**src/rtl/demux4x8_stream_pkg.sv**
```systemverilog
// Shared constants and types for the 1-to-4 byte stream demultiplexer.
//   WIDTH      : lane data width
//   N          : number of output lanes
//   SEL_W      : width of a lane index
//   lane_idx_t : lane index type (destination select, round-robin pointer)
package demux_pkg;
    localparam int WIDTH = 8;
    localparam int N     = 4;
    localparam int SEL_W = 2;

    typedef logic [SEL_W-1:0] lane_idx_t;
endpackage

```
**src/rtl/demux4x8_stream_if.sv**
```systemverilog
// Stream bus of the demultiplexer: one valid/ready input stream plus four
// registered output lanes with per-lane valid/ready.
//   master : upstream producer and downstream consumers (drives I, I_valid,
//            S, RR, O_ready; observes I_ready, O0..O3, O_valid)
//   slave  : the demultiplexer itself
interface demux4x8_stream_if
    import demux_pkg::*;
#(
    parameter int WIDTH = demux_pkg::WIDTH
);
    logic [WIDTH-1:0] I;
    logic             I_valid;
    logic             I_ready;
    lane_idx_t        S;
    logic             RR;
    logic [WIDTH-1:0] O0;
    logic [WIDTH-1:0] O1;
    logic [WIDTH-1:0] O2;
    logic [WIDTH-1:0] O3;
    logic [3:0]       O_valid;
    logic [3:0]       O_ready;

    modport master (
        output I, I_valid, S, RR, O_ready,
        input  I_ready, O0, O1, O2, O3, O_valid
    );

    modport slave (
        input  I, I_valid, S, RR, O_ready,
        output I_ready, O0, O1, O2, O3, O_valid
    );
endinterface

```
**src/rtl/demux4x8_stream_lane_reg.sv**
```systemverilog
// One-entry holding register for a single output lane.
//   CLK, RESET : clock, synchronous active-high reset
//   load       : write D this cycle (takes priority over a drain)
//   D          : incoming beat
//   take       : consumer accepts the held beat this cycle
//   Q          : held data (stale once valid drops)
//   valid      : lane holds a beat
//   free       : lane can accept a beat this cycle (empty or draining)
module lane_reg #(
    parameter int WIDTH = 8
) (
    input  logic             CLK,
    input  logic             RESET,
    input  logic             load,
    input  logic [WIDTH-1:0] D,
    input  logic             take,
    output logic [WIDTH-1:0] Q,
    output logic             valid,
    output logic             free
);
    // A draining lane counts as free so a beat can pass straight through.
    assign free = !valid || take;

    always_ff @(posedge CLK) begin
        if (RESET) begin
            Q     <= '0;
            valid <= 1'b0;
        end else if (load) begin
            Q     <= D;
            valid <= 1'b1;
        end else if (take) begin
            valid <= 1'b0;
        end
    end
endmodule

```
**src/rtl/demux4x8_stream.sv**
```systemverilog
// Registered 1-to-4 demultiplexer for byte streams. Each accepted beat is
// routed to one lane register, chosen by S or by an internal round-robin
// pointer (RR = 1).
//   CLK, RESET : clock, synchronous active-high reset
//   bus        : stream interface (slave side)
//   rr_ptr     : current round-robin pointer, for observation
module demux4x8_stream
    import demux_pkg::*;
#(
    parameter int WIDTH = demux_pkg::WIDTH,
    parameter int N     = demux_pkg::N
) (
    input  logic              CLK,
    input  logic              RESET,
    demux4x8_stream_if.slave  bus,
    output lane_idx_t         rr_ptr
);
    lane_idx_t                 dst;
    logic                      in_ready;
    logic                      accept;
    logic [N-1:0]              load;
    logic [N-1:0]              free;
    logic [N-1:0]              valid;
    logic [N-1:0][WIDTH-1:0]   q;

    assign dst      = bus.RR ? rr_ptr : bus.S;
    // Only the addressed lane gates the input; a stalled lane blocks the
    // stream rather than redirecting the beat elsewhere.
    assign in_ready = !RESET && free[dst];
    assign accept   = bus.I_valid && in_ready;

    always_comb begin
        load = '0;
        if (accept) load[dst] = 1'b1;
    end

    for (genvar k = 0; k < N; k++) begin : g_lane
        lane_reg #(.WIDTH(WIDTH)) u_lane (
            .CLK   (CLK),
            .RESET (RESET),
            .load  (load[k]),
            .D     (bus.I),
            .take  (bus.O_ready[k]),
            .Q     (q[k]),
            .valid (valid[k]),
            .free  (free[k])
        );
    end

    // Pointer only moves on a round-robin accept; explicit-mode traffic
    // leaves it where it was.
    always_ff @(posedge CLK) begin
        if (RESET)
            rr_ptr <= '0;
        else if (accept && bus.RR)
            rr_ptr <= rr_ptr + 1'b1;
    end

    assign bus.I_ready = in_ready;
    assign bus.O_valid = valid;
    assign bus.O0      = q[0];
    assign bus.O1      = q[1];
    assign bus.O2      = q[2];
    assign bus.O3      = q[3];
endmodule
```
**src/flat_wrapper.sv**
```systemverilog
// flat-port wrapper written by rule: the top's interface ports become plain ports
module demux4x8_stream_flat import demux_pkg::*;
#(
    parameter int WIDTH = demux_pkg::WIDTH,
    parameter int N     = demux_pkg::N
)
  (CLK, RESET, rr_ptr, bus_I, bus_I_valid, bus_S, bus_RR, bus_O_ready, bus_I_ready, bus_O0, bus_O1, bus_O2, bus_O3, bus_O_valid);
  demux4x8_stream_if #(.WIDTH(WIDTH)) bus_i ();
  input  logic CLK;
  input  logic RESET;
  output lane_idx_t rr_ptr;
  input wire logic [$bits(bus_i.I)-1:0] bus_I;
  input wire logic [$bits(bus_i.I_valid)-1:0] bus_I_valid;
  input wire logic [$bits(bus_i.S)-1:0] bus_S;
  input wire logic [$bits(bus_i.RR)-1:0] bus_RR;
  input wire logic [$bits(bus_i.O_ready)-1:0] bus_O_ready;
  output wire logic [$bits(bus_i.I_ready)-1:0] bus_I_ready;
  output wire logic [$bits(bus_i.O0)-1:0] bus_O0;
  output wire logic [$bits(bus_i.O1)-1:0] bus_O1;
  output wire logic [$bits(bus_i.O2)-1:0] bus_O2;
  output wire logic [$bits(bus_i.O3)-1:0] bus_O3;
  output wire logic [$bits(bus_i.O_valid)-1:0] bus_O_valid;
  assign bus_i.I = bus_I;
  assign bus_i.I_valid = bus_I_valid;
  assign bus_i.S = bus_S;
  assign bus_i.RR = bus_RR;
  assign bus_i.O_ready = bus_O_ready;
  assign bus_I_ready = bus_i.I_ready;
  assign bus_O0 = bus_i.O0;
  assign bus_O1 = bus_i.O1;
  assign bus_O2 = bus_i.O2;
  assign bus_O3 = bus_i.O3;
  assign bus_O_valid = bus_i.O_valid;
  demux4x8_stream #(.WIDTH(WIDTH), .N(N)) u_core (.CLK(CLK), .RESET(RESET), .bus(bus_i), .rr_ptr(rr_ptr));
endmodule
```
**config.mk**
```make
export PLATFORM = sky130hd
export DESIGN_NAME = demux4x8_stream_flat
export DESIGN_NICKNAME = d
export VERILOG_FILES = /design/src/rtl/demux4x8_stream_pkg.sv /design/src/rtl/demux4x8_stream_if.sv /design/src/rtl/demux4x8_stream_lane_reg.sv /design/src/rtl/demux4x8_stream.sv /design/src/flat_wrapper.sv
export SDC_FILE = /design/constraint.sdc
export NUM_CORES = 1
export LEC_CHECK = 0
export BUFFER_PORTS_ARGS = -buffer_cell sky130_fd_sc_hd__clkbuf_2
export CORE_MARGIN = 8
export CORE_UTILIZATION = 28
export CTS_CLUSTER_DIAMETER = 100
export DETAILED_ROUTE_END_ITERATION = 16
export PLACE_DENSITY_LB_ADDON = 0.08
export SYNTH_ARGS = -nofsm -noshare
export SYNTH_HDL_FRONTEND = slang
export SYNTH_SLANG_ARGS = --single-unit
```
**constraint.sdc**
```tcl
create_clock -name CLK -period 2.4 [get_ports CLK]
set_input_delay 0.36 -clock CLK [delete_from_list [all_inputs] [get_ports CLK]]
set_output_delay 0.36 -clock CLK [all_outputs]
set_load 0.05 [all_outputs]
```
==> load_flow_metrics.sql <==
INSERT INTO impl_metrics (metric_group, metric, value, unit) VALUES
('outcome', 'run_status', 'completed', ''),
('worst_setup_path', 'timing.critical_path.cells', 'inv_1, a32o_1, a2111o_1, nor2_2, clkbuf_4', ''),
('sta', 'finalWorstPathRequiredPeriod', '2.27', 'ns'),
('synthesis', 'synth_compound_gate_area_share', '0.0568', ''),
('cells_and_area', 'n_antenna_cell', '0', ''),
('sta', 'layout_setup_ws', '0.128', 'ns'),
('cells_and_area', 'layout.nets', '234', ''),
('cells_and_area', 'final_layout_size_suffix_gt1_frac', '0.332', ''),
('synthesis', 'postSynth.asyncResetShare', '0', ''),
('die', 'die_y', '89.7', 'um'),
('sta', 'max_slew.worst_pin.slew', '0.667', 'ns'),
('clock_tree', 'cts_post_setup_buffers_inserted', '0', ''),
('die', 'io_pins', '57', ''),
('cells_and_area', 'area.growth.synth_to_final', '30.7', '%'),
('worst_setup_path', 'timing.critical_path.max_delay_family', 'compound AO/OA/AOI/OAI gates', ''),
('cells_and_area', 'n_fill_cell', '555', ''),
('synthesis', 'synthMuxAreaShare', '0.211', ''),
('synthesis', 'synthSimpleGateAreaFrac', '0.195', ''),
('sta', 'fin_setup_tns', '0', 'ns'),
('cells_and_area', 'layout_commonest_cell', 'sky130_fd_sc_hd__clkbuf_2', ''),
('detailed_routing', 'post_drt_via_cell_ratio', '4.40', ''),
('sta', 'rsz_0062_raised_after_global_routing', 'no', ''),
('synthesis', 'synthesis.area_per_instance', '9.68', 'um2'),
('synthesis', 'postSynthNetCount', '175', ''),
('detailed_routing', 'routed_wire_length_per_instance', '13.8', 'um'),
('worst_setup_path', 'cp_slowest_stage_delay', '0.48', 'ns'),
('worst_setup_path', 'r2r_cells', '5', ''),
('detailed_routing', 'drt_pre_antenna_iters', '4', ''),
('place', 'place_hpwl', '3.04', 'mm'),
('die', 'core_area', '0.00537', 'mm2'),
('synthesis', 'synth_flop_cell', 'sky130_fd_sc_hd__dfxtp_1', ''),
('grt', 'grt_start_max_net_pins', '40', ''),
('clock_tree', 'root_buffer', 'sky130_fd_sc_hd__clkbuf_8', ''),
('clock_tree', 'htree_num_levels', '2', ''),
('min_path', 'worst_hold_path.num_cells', '3', ''),
('worst_setup_path', 'regToRegEndpoint', 'u_core.rr_ptr[1]', ''),
('detailed_routing', 'drt-total-wl', '3.99', 'mm'),
('synthesis', 'synth-warning-count', '0', ''),
('worst_setup_path', 'critical_path.startpoint_type', 'flop', ''),
('detailed_routing', 'post-route-drc-count', '0', ''),
('sta', 'final_hold_viol_count', '0', ''),
('clock_tree', 'cts-root-to-sink-buffers', '2', ''),
('synthesis', 'share_of_synthesized_area_occupied_by_flip_flops_and_latches', '0.500', ''),
('pwr', 'power_density', '681', 'mW/mm2'),
('grt', 'number_of_global_route_vias_before_repair', '1259', ''),
('synthesis', 'ys_types', '25', ''),
('clock_tree', 'clkLatencyLatePin', '0.28', 'ns'),
('die', 'horiz_die_dim', '89.7', 'um'),
('clock_tree', 'cts_made_buffers', '5', ''),
('pwr', 'p_leak', '1.01', 'nW'),
('worst_setup_path', 'worst_ep_required_time', '2.04', 'ns'),
('place', 'placement.setup.worst_slack', '0.265', 'ns'),
('clock_tree', 'cts_tree', 'built', ''),
('synthesis', 'syn_area', '0.00152', 'mm2'),
('worst_setup_path', 'crit_type', 'reg -> out', ''),
('cells_and_area', 'final_cell_mix', '55 x sky130_fd_sc_hd__clkbuf_2, 38 x sky130_fd_sc_hd__dfxtp_1, 35 x sky130_fd_sc_hd__nor2_1', ''),
('synthesis', 'synth_seq_cells', '38', ''),
('worst_setup_path', 'critPathSlowestCell', 'sky130_fd_sc_hd__a2111o_1', ''),
('die', 'floorplan.initialDensity', '0.283', ''),
('sta', 'clock.fmax', '440', 'MHz'),
('synthesis', 'synth_top_family_by_area', 'multiplexers', ''),
('worst_setup_path', 'worst-path-max-fanout', '8', ''),
('min_path', 'min_path_type', 'in -> reg', ''),
('min_path', 'holdCritStartpoint', 'bus_I[3]', ''),
('worst_setup_path', 'worst-path-buf-inv', '2', ''),
('clock_tree', 'clk_transition_reported_paths', '0.07', 'ns'),
('sta', 'finalCritPeriodShare', '0.947', ''),
('worst_setup_path', 'crit_path_end_kind', 'output port', ''),
('synthesis', 'synth_edf_count', '0', ''),
('grt', 'antenna_violations_before_repair', '0', ''),
('grt', 'grt.overflow.total', '0', '');
-- cell type report --
type / instances / area [um2] / area share
clock buffers: 7 / 76.3 / 0.0384
clock inverters: 1 / 30.0 / 0.0151
inverters: 1 / 3.75 / 0.00189
multi-input cells: 109 / 706 / 0.355
flip-flops and latches: 38 / 761 / 0.383
well taps: 72 / 90.1 / 0.0453
repair buffers: 61 / 320 / 0.161
-- tightest hold or removal path: cells and delay by family --
family | cells | cell delay [ns]
buffers and inverters | 1 | 0.11
multiplexers | 1 | 0.07
AND/OR/NAND/NOR | 1 | 0.07
-- power breakdown --
group,internal (mW),switching [mW]
clock network,0.311,0.211
registers,0.646,0.0106
logic,0.0539,0.120
total,1.01,0.341
-- flip-flops by register name, indices dropped and copies added (netlist names) --
name                        cells
u_core.g_lane.u_lane.Q         32
u_core.g_lane.u_lane.valid      4
u_core.rr_ptr                   2
-- per-stage QoR --
step                instance area, um2  power [mW]  cells  hold slack (ns)
global placement                  1880       0.844    281            0.480
global route                      1990        1.42    289            0.357
finish                            1990        1.35    289            0.364
detailed placement                1880       0.846    281            0.489
CTS                               1980        1.37    289            0.356
floorplan                         1520       0.794    157            0.484
-- logic make-up after synthesis --
family	count (synthesis)
multiplexers	32
flip-flops	38
AO/OA/AOI/OAI	13
AND/OR/NAND/NOR	64
buffers and inverters	10
-- what timing repair did --
| item | in CTS | in global routing |
|---|---|---|
| endpoints found under the setup margin | 0 | 1 |
| resized for setup | 0 | 2 |
| hold buffers | 0 | 0 |
-- worst max-delay path by stage --
stage | from | end | slack (ns) | depth (start not counted)
after floorplan | u_core.rr_ptr[1] | bus_I_ready | 0.07 | 4
after global placement | bus_RR | bus_I_ready | 0.31 | 6
after detailed placement | bus_RR | bus_I_ready | 0.26 | 6
after global routing | u_core.rr_ptr[1] | bus_I_ready | 0.03 | 5
final | u_core.rr_ptr[1] | bus_I_ready | 0.13 | 5
after CTS | u_core.rr_ptr[1] | bus_I_ready | 0.03 | 5
-- routing by layer --
| metal | vias to the layer above | track usage | part of all wire |
|---|---|---|---|
| met5 | - | 0 | 0 |
| met4 | 0 | 0.0498 | 0.020 |
| met3 | 7 | 0.0446 | 0.086 |
| met2 | 41 | 0.156 | 0.46 |
| met1 | 575 | 0.121 | 0.44 |
| li1 | 650 | - | - |
-- Yosys cell counts (all sizes together), types with 2 or more instances --
cell type,number,share of area
dfxtp,38,0.50
nor2,37,0.093
mux2i,32,0.21
a21oi,6,0.020
nand2,6,0.015
buf,5,0.025
nand3,5,0.016
clkbuf,4,0.0099
nand2b,4,0.016
nand3b,2,0.0099
nor2b,2,0.0082
o21a,2,0.0099
o21ai,2,0.0066
or3,2,0.0082
or3b,2,0.012
Note: power is estimated with default switching activity, not from simulation.
